## src/rtl/meso_sync_arbiter.sv

```systemverilog
// Write-domain round-robin arbiter and credit flow controller feeding a
// mesochronous synchronizer with registered {valid, id, data} words.
module meso_sync_arbiter #(
  parameter int unsigned REQUESTERS = 4,
  parameter int unsigned DATA_SIZE  = 32,
  parameter int unsigned CREDITS    = 4,
  localparam int unsigned IDW       = (REQUESTERS > 2) ? $clog2(REQUESTERS) : 1,
  localparam int unsigned CW        = $clog2(CREDITS + 1),
  localparam int unsigned SW        = 1 + IDW + DATA_SIZE
) (
  input  logic                            wrrst_ni,
  input  logic                            wrclk_i,
  input  logic [REQUESTERS-1:0]           req_i,
  input  logic [REQUESTERS*DATA_SIZE-1:0] data_i,
  output logic [REQUESTERS-1:0]           gnt_o,
  input  logic                            credit_i,
  output logic [SW-1:0]                   sync_d_o,
  output logic [CW-1:0]                   credits_o,
  output logic                            err_o
);

  logic [IDW-1:0]       ptr_q, ptr_d;
  logic [CW-1:0]        cred_q, cred_d;
  logic                 err_q, err_d;
  logic                 valid_q, valid_d;
  logic [IDW-1:0]       id_q, id_d;
  logic [DATA_SIZE-1:0] data_q, data_d;

  logic                 found;
  logic [IDW-1:0]       win_id;
  logic                 grant_en;
  logic [DATA_SIZE-1:0] win_data;

  // Round-robin priority search starting at the pointer, wrapping modulo REQUESTERS.
  always_comb begin
    int unsigned idx;
    found  = 1'b0;
    win_id = '0;
    idx    = 0;
    for (int unsigned k = 0; k < REQUESTERS; k++) begin
      idx = (32'(ptr_q) + k) % REQUESTERS;
      if (!found && req_i[IDW'(idx)]) begin
        found  = 1'b1;
        win_id = IDW'(idx);
      end
    end
  end

  // Credit from credit_i this cycle does not unblock an empty counter.
  assign grant_en = found && (cred_q != '0) && wrrst_ni;
  assign gnt_o    = grant_en ? (REQUESTERS'(1) << win_id) : '0;
  assign win_data = data_i[32'(win_id)*DATA_SIZE +: DATA_SIZE];

  always_comb begin
    ptr_d   = ptr_q;
    cred_d  = cred_q;
    err_d   = err_q;
    valid_d = grant_en;
    id_d    = id_q;
    data_d  = data_q;

    // id/data hold when idle to keep the synchronizer input quiet.
    if (grant_en) begin
      id_d   = win_id;
      data_d = win_data;
      ptr_d  = (win_id == IDW'(REQUESTERS - 1)) ? '0 : win_id + IDW'(1);
    end

    case ({grant_en, credit_i})
      2'b10: cred_d = cred_q - CW'(1);
      2'b01: begin
        if (cred_q == CW'(CREDITS)) err_d = 1'b1;
        else                        cred_d = cred_q + CW'(1);
      end
      default: cred_d = cred_q;
    endcase
  end

  always_ff @(posedge wrclk_i or negedge wrrst_ni) begin
    if (!wrrst_ni) begin
      ptr_q   <= '0;
      cred_q  <= CW'(CREDITS);
      err_q   <= 1'b0;
      valid_q <= 1'b0;
      id_q    <= '0;
      data_q  <= '0;
    end else begin
      ptr_q   <= ptr_d;
      cred_q  <= cred_d;
      err_q   <= err_d;
      valid_q <= valid_d;
      id_q    <= id_d;
      data_q  <= data_d;
    end
  end

  assign sync_d_o  = {valid_q, id_q, data_q};
  assign credits_o = cred_q;
  assign err_o     = err_q;

`ifndef SYNTHESIS
  a_gnt_onehot: assert property (@(posedge wrclk_i) disable iff (!wrrst_ni) $onehot0(gnt_o));
  a_cred_max:   assert property (@(posedge wrclk_i) disable iff (!wrrst_ni) cred_q <= CW'(CREDITS));
`endif

endmodule

```

## config.mk

```make
export PLATFORM = sky130hd
export DESIGN_NAME = meso_sync_arbiter
export DESIGN_NICKNAME = d
export VERILOG_FILES = /design/src/rtl/meso_sync_arbiter.sv
export SDC_FILE = /design/constraint.sdc
export NUM_CORES = 1
export LEC_CHECK = 0
export ABC_AREA = 0
export BUFFER_PORTS_ARGS = -buffer_cell sky130_fd_sc_hd__buf_2
export CAP_MARGIN = 25
export CORE_MARGIN = 2
export CORE_UTILIZATION = 37
export CTS_BUF_LIST = sky130_fd_sc_hd__clkbuf_8
export DETAILED_ROUTE_END_ITERATION = 10
export PLACE_DENSITY = 0.72
export SLEW_MARGIN = 20
export SYNTH_ARGS = -nofsm -noshare
export SYNTH_HDL_FRONTEND = slang
export SYNTH_SLANG_ARGS = --single-unit
export TNS_END_PERCENT = 5
```

## constraint.sdc

```tcl
create_clock -name wrclk_i -period 4.6 [get_ports wrclk_i]
set_input_delay 0.23 -clock wrclk_i [delete_from_list [all_inputs] [get_ports wrclk_i]]
set_output_delay 0.23 -clock wrclk_i [all_outputs]
set_load 0.01 [all_outputs]
```

# == Word-level counts from Yosys, hierarchy flattened ==
# Index checks and enable logic that the tools add are counted.
# classes
addsub,6
multipliers,0
div_mod_pow,0
n_lt_le_gt_ge,4
eq_ne,5
shifts,2
muxes,20
bitwise_logic,0
reduce_logical,12
# op_table
cell,n
$shiftx A128 B8 Y32,1
$lt A2 B3 Y1 const B,4
$mux W2,5
$bmux W1 S2,4
$mux W1,8
$pmux W3 S2,1
$logic_and A1 B1 Y1,5
$add A2 B1 Y2 const B,2
$add A2 B2 Y2 const B,2
$eq A2 B2 Y1 const B,2
$mux W4,1
$reduce_and A2 Y1,2
$shl A1 B2 Y4 const A,1
$add A3 B1 Y3 const B,1
$eq A3 B3 Y1 const B,1
$logic_not A1 Y1,3
$mux W3,1
$reduce_bool A3 Y1,1
$sub A3 B1 Y3 const B,1
$eq A2 B1 Y1 const B,1
$ne A2 B2 Y1 const B,1
$reduce_bool A2 Y1,1
# totals
ff_bits,41
latch_bits,0
ram_bits,0
mem_bits_ro,0
inputBits,135
output_inout_bits,43
elab_cells,55
n_memories,0

# == Depth between registers and ports, before layout ==
# depth
ltp_word,17
depth_mapped,10
ltp_nobuf,8

# == Worst setup path after synthesis ==
# Ideal clock, no wire load.
# synth_timing
path_type,input port to flip-flop
startpoint,input port req_i[0]
endpoint,"register cred_q[2], in the netlist credits_o[2]"
setup_time_ns,0.061
arrival_ns,2.394
required_time_ns,4.539
path_slack_ns,2.146
path_stages,10
n_path_buf,2
cell_sequence,o41ai_4 > or2_4 > buf_4 > buf_6 > nand2_1 > fa_1 > or4_1 > a21oi_1 > a31oi_1 > nand2_1
# synth_via
elab_chain_len,17
word_cells_on_any_way,26
cone_classes,eq/ne: 3; mux: 13; reduce/logical: 10
# synth_lines
element,line_no,text
start: declaration,13,"input logic [REQUESTERS-1:0] req_i,"
$bmux W1 S2,42,if (!found && req_i[IDW'(idx)]) begin
$mux W1 (not written as such),42,
$mux W1,42,
$logic_not A1 Y1,42,
$logic_and A1 B1 Y1,42,
$mux W1,42,
$logic_not A1 Y1,42,
$logic_and A1 B1 Y1,42,
$mux W1,42,
$logic_not A1 Y1,42,
$logic_and A1 B1 Y1,42,
$mux W1 (*),42,
$logic_and A1 B1 Y1 (*) (2 in a row),50,assign grant_en = found && (cred_q != '0) && wrrst_ni;
$eq A2 B1 Y1 or $eq A2 B2 Y1 (tied branches),69,"case ({grant_en, credit_i})"
$ne A2 B2 Y1 (no line) or $reduce_bool A2 Y1 (tied branches),n/a,
$reduce_and A2 Y1 (no line),n/a,
end signal: assignment,82,cred_q <= CW'(CREDITS);
end signal: assignment,89,cred_q <= cred_d;
end: declaration,23,"logic [CW-1:0] cred_q, cred_d;"
# Mark *: on every way between the ends. The rest lies on a longest branch, timed or not. The select of a mux whose other input is x is not followed.
# A chain may end at the register's enable or synchronous reset.

# == Worst setup path in the final report ==
# layout_timing
startpoint,register ptr_q[1]
endpoint,output port gnt_o[2]
# layout_via
elab_chain_len,15
word_cells_on_any_way,29
cone_classes,add/sub: 3; shift: 1; mux: 17; reduce/logical: 8
# layout_lines
element,line_no,text
start: declaration,22,"logic [IDW-1:0] ptr_q, ptr_d;"
start signal: assignment,88,ptr_q <= ptr_d;
branches (longest 14 deep; another with $add A2 B1 Y2),n/a,
$mux W4 (*),51,assign gnt_o = grant_en ? (REQUESTERS'(1) << win_id) : '0;
end: declaration,15,"output logic [REQUESTERS-1:0] gnt_o,"
# Mark *: on every way between the ends. The select of a mux whose other input is x is not followed.

==> impl_metrics.json <==
{
  "status": "finished, final reports clean",
  "place_congestion": 0.814,
  "endpoint_kind": "primary output",
  "synth_area_leader_cell": "dfrtp_1",
  "maxSlewViolCount": 0,
  "clock_power_share_pct": 14.1,
  "io_buffers": 177,
  "grt_use_total_pct": 21.5,
  "final_antenna_net_count": 0,
  "postRouteWirelength_um": 9250,
  "fmax_ghz": 0.337,
  "ctsHoldBuffers": 0,
  "crit_type": "flip-flop to primary output",
  "synth_edf_count": 0,
  "seqPwrFrac_pct": 31.8,
  "synthDistinctLibCells": 45,
  "drv_cap": 0,
  "hold_viol_final": 0,
  "dp_cells": 581,
  "drive_gt1_share_pct": 44.3,
  "die_height_um": 92.1,
  "p_per_area_nw_per_um2": 543,
  "p_sw_share_pct": 44.5,
  "cts_setup_buffers": 0,
  "clk-insertion-delay-late_ns": 0.29,
  "setup_viol": 0,
  "leakage_nw": 1.91,
  "grt-ovfl-total": 0,
  "synthArstFlopShare_pct": 100,
  "row_count": 32,
  "cts_tree": "built",
  "cp_max_fo": 43,
  "placed_area_sq_um": 3760,
  "vdd_drop_max_mv": 0.229,
  "synth_most_common_cell": "nand2_1",
  "yosysSeqAreaShare_pct": 35.7,
  "r2r_slack_ns": 1.70,
  "ys.flop_type": "dfrtp_1",
  "synth_fp_nets": 470,
  "r2r-start": "ptr_q[1]",
  "vias": 3172,
  "synth_area_leaders": "dfrtp_1 35%, a311oi_1 9.4%, nand2_1 9.0%",
  "period_minus_slack_ns": 2.96,
  "core_area_sq_um": 7610,
  "tns_ns": 0,
  "syn_to_final_growth_pct": 35.7,
  "crit_start": "ptr_q[1]",
  "r2r-end": "data_q[17]",
  "dr.pass1.iters": 4,
  "htreeDepth": 2,
  "grt_max_degree": 44,
  "final_cell_area_sq_um": 3900,
  "dieArea_sq_um": 8490,
  "post_synth_most_frequent_cells": "69 x nand2_1, 40 x dfrtp_1, 38 x nor2_1, 32 x and3_1, 31 x a311oi_1",
  "skew_ns": 0.00509,
  "switchingPower_w": 0.000942,
  "synthCells": 330,
  "start_kind": "flip-flop",
  "drc": 0,
  "start_util_pct": 37.8,
  "fin_crit_sh_pct": 64.4,
  "nNetsFinal": 627,
  "synth_top_area_share_pct": 34.8,
  "cts-resized-gates": 0,
  "netlist_area_sq_um": 2870,
  "grt_pass1_vias": 3084,
  "die_w_um": 92.1,
  "p_comb_share_pct": 54.1,
  "io_pins": 178,
  "p_int_w": 0.00118,
  "final_util_pct": 51.2,
  "cts_num_sinks": 41,
  "ys_ff_latch": 41,
  "dp_hpwl_um": 6510,
  "num_antenna_cells": 0,
  "hold_class": "input pin to asynchronous set/reset pin",
  "drt_iter0_drc": 100,
  "cp.required_ns": 4.37,
  "rsz0062_at_grt": "no",
  "vias_per_cell": 5.38,
  "path_clk_slew_ns": 0.08,
  "arrival_ns": 2.73,
  "yosys_warnings": 0,
  "cts-root-buf": "clkbuf_8",
  "max_slew.worst_pin.slew_ns": 1.02,
  "clk_path_buf_depth": 2,
  "reg2reg_depth": 8,
  "grt_antenna_before_repair": 0,
  "numCtsBuffers": 5,
  "grt_pass1_wl_um": 14800,
  "maxSlewHeadroom_pct": 32.2,
  "syn-mean-instance-area_sq_um": 8.71,
  "instances_no_fill": 590,
  "routedWlPerCell_um": 15.7
}
==> cell type report <==
type | instances | area (sq um)
Clock buffer | 6 | 82.6
Sequential cell | 41 | 1030
Timing Repair Buffer | 182 | 927
Fill cell | 773 | 3710
Clock inverter | 2 | 33.8
Inverter | 8 | 30.0
Multi-Input combinational cell | 249 | 1670
Tap cell | 102 | 128
==> layout by cell type (no fill, tap or decap), types with 2 or more instances in the layout <==
master,instances
inv_2,2
o21ai_0,3
inv_1,7
a2111oi_2,16
buf_4,4
a2111oi_0,16
a21oi_1,2
nand2_1,69
nor2_1,38
dfrtp_1,40
and3_1,32
buf_2,177
o21a_1,2
clkbuf_8,6
ha_1,4
nand3_1,3
a21o_1,3
and2_1,5
a311oi_1,31
==> kinds of logic (layout without fill, tap and decap cells) <==
logic type / after synthesis / after routing / share of synthesized area [%]
AO/OA/AOI/OAI: 84 / 84 / 28.4
XOR/XNOR: 2 / 2 / 0.610
adder cells (fa/ha/maj): 5 / 5 / 2.44
buffers and inverters: 40 / 198 / 7.05
flip-flops: 41 / 41 / 35.7
multiplexers: 2 / 2 / 0.871
AND/OR/NAND/NOR: 156 / 156 / 24.9
==> power groups by stage <==
stage               Sequential [W]  Combinational [W]  Clock, W
finish                    0.000673            0.00115  0.000298
global route              0.000698            0.00127  0.000326
CTS                       0.000673            0.00114  0.000311
detailed placement        0.000677            0.00114         0
global placement          0.000668            0.00112         0
floorplan                 0.000740           0.000696         0
==> registers in the layout (all words and copies together), names as in the netlist <==
| signal | count |
|---|---|
| data_q | 32 |
| credits_o | 3 |
| id_q | 2 |
| ptr_q | 2 |
| err_o | 1 |
| valid_q | 1 |
==> worst max-delay path: stages (launching register included) <==
cell and delay (ns):
dfrtp_1 0.49, mux2_4 0.34, o21ai_2 0.18, nor2_4 0.04, buf_4 0.25, inv_2 0.60, ha_1 0.27, and2_1 0.13
buf_2 0.13
==> worst max path at each step <==
stage                   end
3_5_place_dp   credits_o[2]
2_1_floorplan  credits_o[2]
3_3_place_gp   credits_o[2]
4_1_cts            gnt_o[2]
5_1_grt            gnt_o[2]
6_report           gnt_o[2]
==> stage by stage <==
stage	hold slack, ns	setup WS, ns	total power (W)
after floorplan	-0.0656	2.15	0.00144
after global placement	0.431	1.77	0.00179
after detailed placement	0.433	1.69	0.00182
after CTS	0.108	1.64	0.00213
after global routing	0.136	1.49	0.00230
final	0.0933	1.64	0.00212
==> per-layer routing <==
metal	global-route usage [%]	up-vias	part of all wire, %
met1	26.6	1464	41
met3	4.85	19	8.2
met5	0	-	0
met2	37.3	155	49
li1	-	1534	-
met4	6.47	0	1.9
No activity file was read; power rests on OpenSTA's default activity.
